--- config.mk ---
export PLATFORM = sky130hd
export DESIGN_NAME = down_timer
export DESIGN_NICKNAME = d
export VERILOG_FILES = /design/src/rtl/down_timer.sv
export SDC_FILE = /design/constraint.sdc
export NUM_CORES = 1
export LEC_CHECK = 0
export ABC_AREA = 1
export CAP_MARGIN = 0
export CORE_UTILIZATION = 41
export CTS_CLUSTER_SIZE = 30
export DETAILED_ROUTE_END_ITERATION = 8
export PLACE_DENSITY = 0.65
export REMOVE_ABC_BUFFERS = 1
export SLEW_MARGIN = 5
export SYNTH_ARGS = -nofsm -noshare
export SYNTH_HDL_FRONTEND = slang
export SYNTH_SLANG_ARGS = --single-unit
--- constraint.sdc ---
create_clock -name clk -period 2.3 [get_ports clk]
set_clock_uncertainty 0.2 [all_clocks]
set_input_delay 0.46 -clock clk [delete_from_list [all_inputs] [get_ports clk]]
set_output_delay 0.46 -clock clk [all_outputs]
set_load 0.1 [all_outputs]
--- src/rtl/down_timer.sv ---
// rtl/down_timer.sv - loadable down-counter timer with one-shot and periodic modes
//
// Purpose:
//   Counts a loaded value down to a terminal count, one step per cycle while
//   dec is high.  At terminal count it either reloads the last loaded value
//   (periodic mode) or stops at zero and raises a sticky expired flag
//   (one-shot mode).  A one-cycle tc pulse marks every terminal-count event.
//
// Ports:
//   clk          in   1  single clock, all state updates on the rising edge
//   reset        in   1  synchronous active-high reset, overrides everything
//   load         in   1  load d into the count and reload registers
//   dec          in   1  decrement enable, only effective while running
//   auto_reload  in   1  1 = periodic, 0 = one-shot; sampled at terminal count
//   d            in   N  load value
//   q            out  N  current count (registered)
//   tc           out  1  one-cycle terminal-count pulse (registered)
//   expired      out  1  sticky flag, set when a one-shot run completes
//   busy         out  1  high exactly while the timer is running

module down_timer #(
  parameter int N = 16
) (
  input  logic         clk,
  input  logic         reset,
  input  logic         load,
  input  logic         dec,
  input  logic         auto_reload,
  input  logic [N-1:0] d,
  output logic [N-1:0] q,
  output logic         tc,
  output logic         expired,
  output logic         busy
);

  localparam logic [1:0] IDLE    = 2'd0;
  localparam logic [1:0] RUN     = 2'd1;
  localparam logic [1:0] EXPIRED = 2'd2;

  localparam logic [N-1:0] ZERO = '0;
  localparam logic [N-1:0] ONE  = {{(N-1){1'b0}}, 1'b1};

  logic [1:0]   state;
  logic [1:0]   state_nxt;
  logic [N-1:0] reload_reg;
  logic [N-1:0] reload_nxt;
  logic [N-1:0] q_nxt;
  logic         tc_nxt;
  logic         expired_nxt;

  // Next-state logic.  tc defaults low every cycle so it can only ever be a
  // single-cycle pulse; load is checked first so it wins over dec everywhere.
  always_comb begin
    state_nxt   = state;
    q_nxt       = q;
    reload_nxt  = reload_reg;
    tc_nxt      = 1'b0;
    expired_nxt = expired;

    if (load) begin
      q_nxt       = d;
      reload_nxt  = d;
      expired_nxt = 1'b0;
      // A zero load has nothing to count, so park in IDLE rather than RUN.
      state_nxt   = (d != ZERO) ? RUN : IDLE;
    end else begin
      case (state)
        RUN: begin
          if (dec) begin
            if (q > ONE) begin
              q_nxt = q - ONE;
            end else begin
              // Terminal count: q is 1 here (RUN is never entered with 0 and
              // reload_reg is nonzero whenever RUN is active).
              tc_nxt = 1'b1;
              if (auto_reload) begin
                q_nxt = reload_reg;
              end else begin
                q_nxt       = ZERO;
                state_nxt   = EXPIRED;
                expired_nxt = 1'b1;
              end
            end
          end
        end
        IDLE, EXPIRED: begin
          // dec is ignored outside RUN; q stays at its value (zero).
        end
        default: begin
          // Unused encoding: recover to a clean idle state.
          state_nxt   = IDLE;
          q_nxt       = ZERO;
          expired_nxt = 1'b0;
        end
      endcase
    end
  end

  always_ff @(posedge clk) begin
    if (reset) begin
      state      <= IDLE;
      q          <= ZERO;
      reload_reg <= ZERO;
      tc         <= 1'b0;
      expired    <= 1'b0;
    end else begin
      state      <= state_nxt;
      q          <= q_nxt;
      reload_reg <= reload_nxt;
      tc         <= tc_nxt;
      expired    <= expired_nxt;
    end
  end

  assign busy = (state == RUN);

endmodule

==> impl_metrics.tcl, run 1 <==
set metrics [dict create \
    status "finished, final reports clean" \
    clkLatencyLatePin_ns 0.29 \
    netlist_instances 328 \
    maxCapViolCount 0 \
    whs_ns 0.265 \
    grt_pass1_wl_um 10200 \
    boundaryPins 40 \
    wirelength_um 6130 \
    cts_htree_levels 2 \
    period_minus_slack_ns 2.08 \
    end_kind "flop" \
    core.rowCount 25 \
    critPathMaxFanout 6 \
    slew-limit-headroom 0.715 \
    rr_endpoint "q[1]" \
    place_inst 429 \
    r2r_start "q[1]" \
    reg2regPathDepth 11 \
    ir_drop_v 0.000349 \
    grt_use_total 0.244 \
    fillers 537 \
    viasPerCell 5.06 \
    seq_area_frac_synth 0.337 \
    syn_area_per_cell_sq_um 6.53 \
    period_share 0.904 \
    finalSetupTns_ns 0 \
    synth_top_area_frac 0.337 \
    numCtsBuffers 5 \
    start_kind "flop" \
    cts_setup_buffers 0 \
    cts_root_buf "clkbuf_8" \
    antenna_cells 0 \
    core_region_area_sq_um 4880 \
    multi_input_area_sq_um 1220 \
    postCtsHoldBufs 0 \
    seqCellArea_sq_um 721 \
    initial_core_util 0.439 \
    layout_common_cells "nand2_1 (81), nor2_1 (48), inv_1 (36), dfxtp_1 (36), a21oi_1 (24)" \
    clockBufferDepth 2 \
    die_w_um 74.3 \
    syn_to_final_growth_pct 25.7 \
    ff2ff_setup_slack_ns 0.22 \
    drcViolationCount 0 \
    final_common_cell "nand2_1" \
    tritoncts "built" \
    fin_ws_ns 0.221 \
    hpwl_um 4640 \
    finalSetupViolations 0 \
    rsz0062_at_grt "no" \
    drt_iter0_drc 144 \
    yosys-top-cells-area "dfxtp_1 (34%), nand2_1 (14%), nor2_1 (8.4%)" \
    power_density_nw_per_um2 666 \
    synth_warnings 0 \
    grt_pass1_vias 2027 \
    ctsResizeCount 0 \
    drv_slew 0 \
    fp.dieH_um 74.3 \
    fmax_mhz 481 \
    ant_nets 0 \
    portBuffers 39 \
    stdcell_count 436 \
    detailedPlace.worstSlack_ns 0.179 \
    dr.pass1.iters 4 \
    hold_path.class "reg2reg" \
    clock_sinks 36 \
    globalplace.congestion 0.892 \
    ys_types 30 \
    finalHoldViolations 0 \
    synth_top_area_cell "dfxtp_1" \
    grt_start_max_net_pins 34 \
    grt_overflow 0 \
    ys_seq_elements 36 \
    arrival_ns 2.05 \
    criticalPathCategory "reg2reg" \
    critical_path_required_ns 2.27 \
    synth_area_sq_um 2140 \
    dr_total_vias 2206 \
    final_core_util 0.551 \
    antenna_found_initial 0 \
    holdPathStages 2 \
    p_leak_nw 1.20 \
    dieArea_sq_um 5510 \
    clkTransAtPathRegs_ns 0.07 \
    hold_path_end "reload_reg[9]" \
    drive_above_1_share 0.146 \
    worstHoldStart "reload_reg[9]" \
    wl_per_cell_um 14.1 \
    final_net_count 392 \
    worst_slew_pin_slew_ns 0.424 \
]
## worst max path at each step
stage,startpoint,end,slack (ns),depth (start not counted)
after CTS,q[1],q[13],0.19,11
after detailed placement,dec,q[15],0.18,6
after global placement,q[1],q[7],0.17,11
final,q[1],q[1],0.22,11
after floorplan,state[0],q[13],-0.37,8
after global routing,q[1],q[1],0.03,11
## kinds of logic after synthesis
logic type / after synthesis / synth area share
and+or+nand+nor: 177 / 0.377
DFF: 36 / 0.337
AOI/OAI and AO/OA: 64 / 0.176
buffers and inverters: 49 / 0.0988
adders and majority gates: 2 / 0.0117
## per-layer routing
| layer | global-route usage | part of all wire |
|---|---|---|
| met4 | 0.0713 | 0.011 |
| met5 | 0 | 0 |
| met2 | 0.394 | 0.47 |
| met1 | 0.336 | 0.47 |
| met3 | 0.0407 | 0.050 |
## layout make-up
cell class,count,share of cell area
multi-input combinational,243,0.453
inverter,38,0.0544
tap,67,0.0312
timing repair buffer,45,0.158
clock buffer,7,0.0358
sequential,36,0.268
## through the flow
| step | power, mW | cell area (sq um) |
|---|---|---|
| after detailed placement | 1.31 | 2580 |
| after CTS | 1.80 | 2680 |
| after floorplan | 1.12 | 2070 |
| after global routing | 1.89 | 2690 |
| after global placement | 1.30 | 2580 |
| final | 1.79 | 2690 |
## synth_stat cells
cell      instances
a21boi_0          2
a21oi_1          24
buf_2             1
buf_4             3
buf_6             2
clkbuf_1          5
dfxtp_1          36
ha_1              2
inv_1            37
inv_2             1
nand2_1          81
nand2_2           3
nand2_4           1
nand3_1          20
nand3_2           6
nand3b_1          1
nand4_1           4
nor2_1           48
nor2_2            3
nor2_4            4
nor3_1            1
nor4_1            5
o211ai_1          1
o211ai_2          1
o21a_1            9
o21ai_0          13
o21ai_1           4
o21ai_2           2
o21bai_1          1
o22ai_1           7
## worst max-delay path, stage by stage (launching register included)
cell and delay [ns]:
dfxtp_1 0.33, inv_1 0.13, ha_1 0.23, inv_1 0.07, nand2_1 0.08, nand2_1 0.08
nor2_4 0.20, nand3_2 0.14, nand2_2 0.22, nor2_4 0.09, a21oi_1 0.14, nor2_1 0.05
## power breakdown
| group | switching (mW) | internal (mW) | leakage, nW |
|---|---|---|---|
| Sequential | 0.0369 | 0.660 | 0.297 |
| Combinational | 0.413 | 0.191 | 0.850 |
| Clock | 0.223 | 0.267 | 0.0503 |
| Total | 0.673 | 1.12 | 1.20 |
(Power assumes the default switching activity.)
==> inputs of run 2 (changes only) <==
GPL_ROUTABILITY_DRIVEN = 0   (was not set)
==> run 2 against run 1 <==
Against the previous run:
- critical path depth stayed put
- clock power is 4.5% lower
- core utilization is 0.54 points lower
- total power is 1.5% lower
- first-iteration DRC count is 19% higher
- combinational power is 1% lower
- non-clock buffer count is 1 lower
- wire length is 3.1% higher
- clock-buffer cell count is 1 higher
- critical path type unchanged
- critical endpoint is now q[11]
- largest power group unchanged
==> impl_metrics.tcl, run 2 (same netlist as run 1, synthesis figures left out) <==
set metrics [dict create \
    die_w_um 74.3 \
    critical_path_required_ns 2.32 \
    criticalPathCategory "reg2reg" \
    clock_sinks 36 \
    boundaryPins 40 \
    status "finished, final reports clean" \
    cts_setup_buffers 0 \
    hpwl_um 4730 \
    core_region_area_sq_um 4880 \
    critPathMaxFanout 27 \
    antenna_cells 0 \
    tritoncts "built" \
    power_density_nw_per_um2 662 \
    clkLatencyLatePin_ns 0.29 \
    start_kind "flop" \
    final_core_util 0.546 \
    grt_use_total 0.247 \
    postCtsHoldBufs 0 \
    grt_pass1_wl_um 10000 \
    wl_met1_um 2900 \
    wirelength_um 6330 \
    ctsResizeCount 0 \
    fillers 504 \
    grt_overflow 0 \
    clockBufferDepth 2 \
    initial_core_util 0.439 \
    period_minus_slack_ns 2.03 \
    reg2regPathDepth 11 \
    slew-limit-headroom 0.658 \
    cts_root_buf "clkbuf_8" \
    wl_per_cell_um 14.5 \
    numCtsBuffers 5 \
    finalInstanceArea_sq_um 2660 \
    met3_length_um 384 \
    period_share 0.883 \
    drcViolationCount 0 \
    worst_slew_pin_slew_ns 0.509 \
    place_area_sq_um 2570 \
    end_kind "flop" \
    r2r_start "q[0]" \
    fp.dieH_um 74.3 \
    rsz0062_at_grt "no" \
    viasPerCell 5.19 \
    power_mw 1.76 \
    finalSetupTns_ns 0 \
    clkTransAtPathRegs_ns 0.07 \
    dr.pass1.iters 4 \
    antenna_found_initial 0 \
    cts_htree_levels 2 \
    finalHoldViolations 0 \
    worstHoldStart "reload_reg[2]" \
    hold_path.class "reg2reg" \
    portBuffers 39 \
    maxCapViolCount 0 \
    syn_to_final_growth_pct 24.4 \
    drv_slew 0 \
    final_common_cell "nand2_1" \
    dr_total_vias 2263 \
    wl_met2_um 2990 \
    final_net_count 391 \
    grt_pass1_vias 2049 \
    arrival_ns 2.05 \
    top_layer "met4" \
    drt_iter0_drc 171 \
    startpoint "q[0]" \
    core.rowCount 25 \
    ant_nets 0 \
    drive_above_1_share 0.138 \
    dieArea_sq_um 5510 \
    p_leak_nw 1.21 \
    fmax_mhz 492 \
    ir_drop_v 0.000364 \
    grt_start_max_net_pins 34 \
    holdPathStages 2 \
    layout_common_cells "nand2_1 (81), nor2_1 (48), inv_1 (37)" \
    finalSetupViolations 0 \
]
[run 2: layer usage]
metal | up-vias | track usage
li1 | 1149 | -
met3 | 4 | 0.0569
met2 | 85 | 0.388
met4 | 0 | 0.0818
met5 | - | 0
met1 | 1025 | 0.335
[run 2: through the flow]
stage | cells | setup WS, ns | hold slack, ns
after floorplan | 317 | -0.368 | 0.231
after global placement | 428 | 0.195 | 0.251
after detailed placement | 428 | 0.164 | 0.252
after CTS | 436 | 0.284 | 0.263
after global routing | 436 | 0.0758 | 0.291
final | 436 | 0.268 | 0.263
[run 2: final cells by class]
type                            count  area [sq um]  share of cell area
Timing Repair Buffer               44           418               0.157
Inverter                           38           143              0.0535
Tap cell                           67          83.8              0.0315
Multi-Input combinational cell    243          1210               0.454
Sequential cell                    36           721               0.271
Clock buffer                        8          90.1              0.0338
[run 2: worst paths after layout]
check,end,slack (ns)
worst max-delay path,q[11],0.27
worst min-delay path,reload_reg[2],0.26
worst max register to register,q[11],0.27
worst min register to register,reload_reg[2],0.26
[run 2: critical path, stage by stage (launching register included)]
cell	delay (ns)
dfxtp_1	0.39
inv_1	0.10
ha_1	0.23
inv_1	0.08
nand2_1	0.05
nand2_1	0.10
nor2_4	0.06
nand2_4	0.27
inv_1	0.16
nand2_1	0.12
nand3_1	0.08
a21oi_1	0.13
[run 2: report_power, final]
group | total [mW] | switching (mW) | internal, mW
clock network | 0.468 | 0.223 | 0.244
registers | 0.699 | 0.0387 | 0.660
logic | 0.597 | 0.410 | 0.187
total | 1.76 | 0.672 | 1.09
==> inputs of run 3 (changes only) <==
GPL_ROUTABILITY_DRIVEN = not set   (was 0)
RECOVER_POWER = 25   (was not set)
==> run 3 against run 2 <==
Against the previous run:
- die area did not move
- critical endpoint is now q[1]
- setup slack lost 0.048 ns
- hold slack better by 0.0014 ns
==> impl_metrics.tcl, run 3 (same netlist as run 1, synthesis figures left out) <==
set metrics [dict create \
    crit_path_end "q[1]" \
    dr_total_vias 2208 \
    ctsResizeCount 0 \
    core.rowCount 25 \
    final_common_cell "nand2_1" \
    initial_core_util 0.439 \
    dieArea_sq_um 5510 \
    viasPerCell 5.06 \
    critical_path_required_ns 2.27 \
    ir_drop_v 0.000349 \
    boundaryPins 40 \
    status "finished, final reports clean" \
    final_net_count 392 \
    power_frac_clock 0.274 \
    p_int_mw 1.12 \
    portBuffers 39 \
    grt_pass1_vias 2027 \
    p_leak_nw 1.19 \
    startpoint "q[1]" \
    layout_common_cells "nand2_1 (81), nor2_1 (48), inv_1 (36), dfxtp_1 (36), a21oi_1 (24)" \
    cts_root_buf "clkbuf_8" \
    tritoncts "built" \
    hold_path.class "reg2reg" \
    ant_nets 0 \
    drv_slew 0 \
    drt_iter0_drc 147 \
    maxCapViolCount 0 \
    fillers 538 \
    end_kind "flop" \
    rsz0062_at_grt "no" \
    slew-limit-headroom 0.640 \
    period_share 0.904 \
    power_density_nw_per_um2 667 \
    worst_slew_pin_slew_ns 0.542 \
    ff2ff_setup_slack_ns 0.22 \
    grt_pass1_wl_um 10200 \
    criticalPathCategory "reg2reg" \
    p_switching_mw 0.673 \
    fp.dieH_um 74.3 \
    p_seq_frac 0.390 \
    start_kind "flop" \
    postCtsHoldBufs 0 \
    hpwl_um 4640 \
    r2r_start "q[1]" \
    drive_above_1_share 0.146 \
    multi_input_area_sq_um 1220 \
    clock_sinks 36 \
    drcViolationCount 0 \
    antenna_found_initial 0 \
    die_w_um 74.3 \
    clkLatencyLatePin_ns 0.29 \
    clkTransAtPathRegs_ns 0.07 \
    cts_htree_levels 2 \
    grt_use_total 0.244 \
    rr_endpoint "q[1]" \
    fmax_mhz 481 \
    grt_start_max_net_pins 34 \
    dr.pass1.iters 4 \
    numCtsBuffers 5 \
    switching_share 0.376 \
    core_region_area_sq_um 4880 \
    syn_to_final_growth_pct 25.2 \
    finalHoldViolations 0 \
    reg2regPathDepth 11 \
    period_minus_slack_ns 2.08 \
    clockBufferDepth 2 \
    cts_setup_buffers 0 \
    grt_overflow 0 \
    wirelength_um 6130 \
    arrival_ns 2.05 \
    seqCellArea_sq_um 721 \
    globalplace.congestion 0.892 \
    finalSetupTns_ns 0 \
    wl_per_cell_um 14.1 \
    finalSetupViolations 0 \
    power_mw 1.79 \
    critPathMaxFanout 6 \
    antenna_cells 0 \
    pwr-share-comb 0.337 \
]
[run 3: power groups by stage]
stage / Combinational, mW / Sequential (mW) / Clock [mW]
4_1_cts: 0.597 / 0.697 / 0.502
2_1_floorplan: 0.287 / 0.837 / 0
3_5_place_dp: 0.595 / 0.711 / 0
5_1_grt: 0.655 / 0.703 / 0.531
3_3_place_gp: 0.591 / 0.711 / 0
6_report: 0.602 / 0.697 / 0.489
[run 3: worst min-delay path by stage]
| stage | from | end | slack, ns | cells after the start |
|---|---|---|---|---|
| after floorplan | reload_reg[10] | reload_reg[10] | 0.23 | 2 |
| after global placement | reload_reg[12] | reload_reg[12] | 0.25 | 2 |
| after detailed placement | reload_reg[14] | reload_reg[14] | 0.25 | 2 |
| after CTS | reload_reg[14] | reload_reg[14] | 0.26 | 2 |
| after global routing | reload_reg[10] | reload_reg[10] | 0.28 | 2 |
| final | reload_reg[9] | reload_reg[9] | 0.26 | 2 |
[run 3: per-layer routing]
metal	GRT usage	vias up	share of wire
met5	0	-	0
met4	0.0713	0	0.011
met3	0.0407	7	0.049
met2	0.394	49	0.47
met1	0.336	997	0.47
li1	-	1155	-
[run 3: worst max-delay path: stages (launching register included)]
cell and delay (ns):
dfxtp_1 0.33, inv_1 0.13, ha_1 0.23, inv_1 0.07
nand2_1 0.08, nand2_1 0.08, nor2_4 0.20, nand3_2 0.14
nand2_2 0.22, nor2_4 0.09, a21oi_1 0.14, nor2_1 0.05
[run 3: stage by stage]
stage	instances	cell area, sq um	hold slack [ns]	util	setup WS, ns
3_5_place_dp	429	2580	0.253	0.529	0.179
2_1_floorplan	317	2070	0.231	-	-0.368
5_1_grt	436	2680	0.282	0.549	0.0301
6_report	436	2680	0.264	0.549	0.220
4_1_cts	436	2680	0.265	0.549	0.186
3_3_place_gp	429	2580	0.252	0.529	0.173
[run 3: final cells by class]
type / count / share of cell area
clock buffers: 7 / 0.0359
multi-input cells: 243 / 0.454
inverters: 38 / 0.0546
flip-flops and latches: 36 / 0.269
repair buffers: 45 / 0.155
well taps: 67 / 0.0313
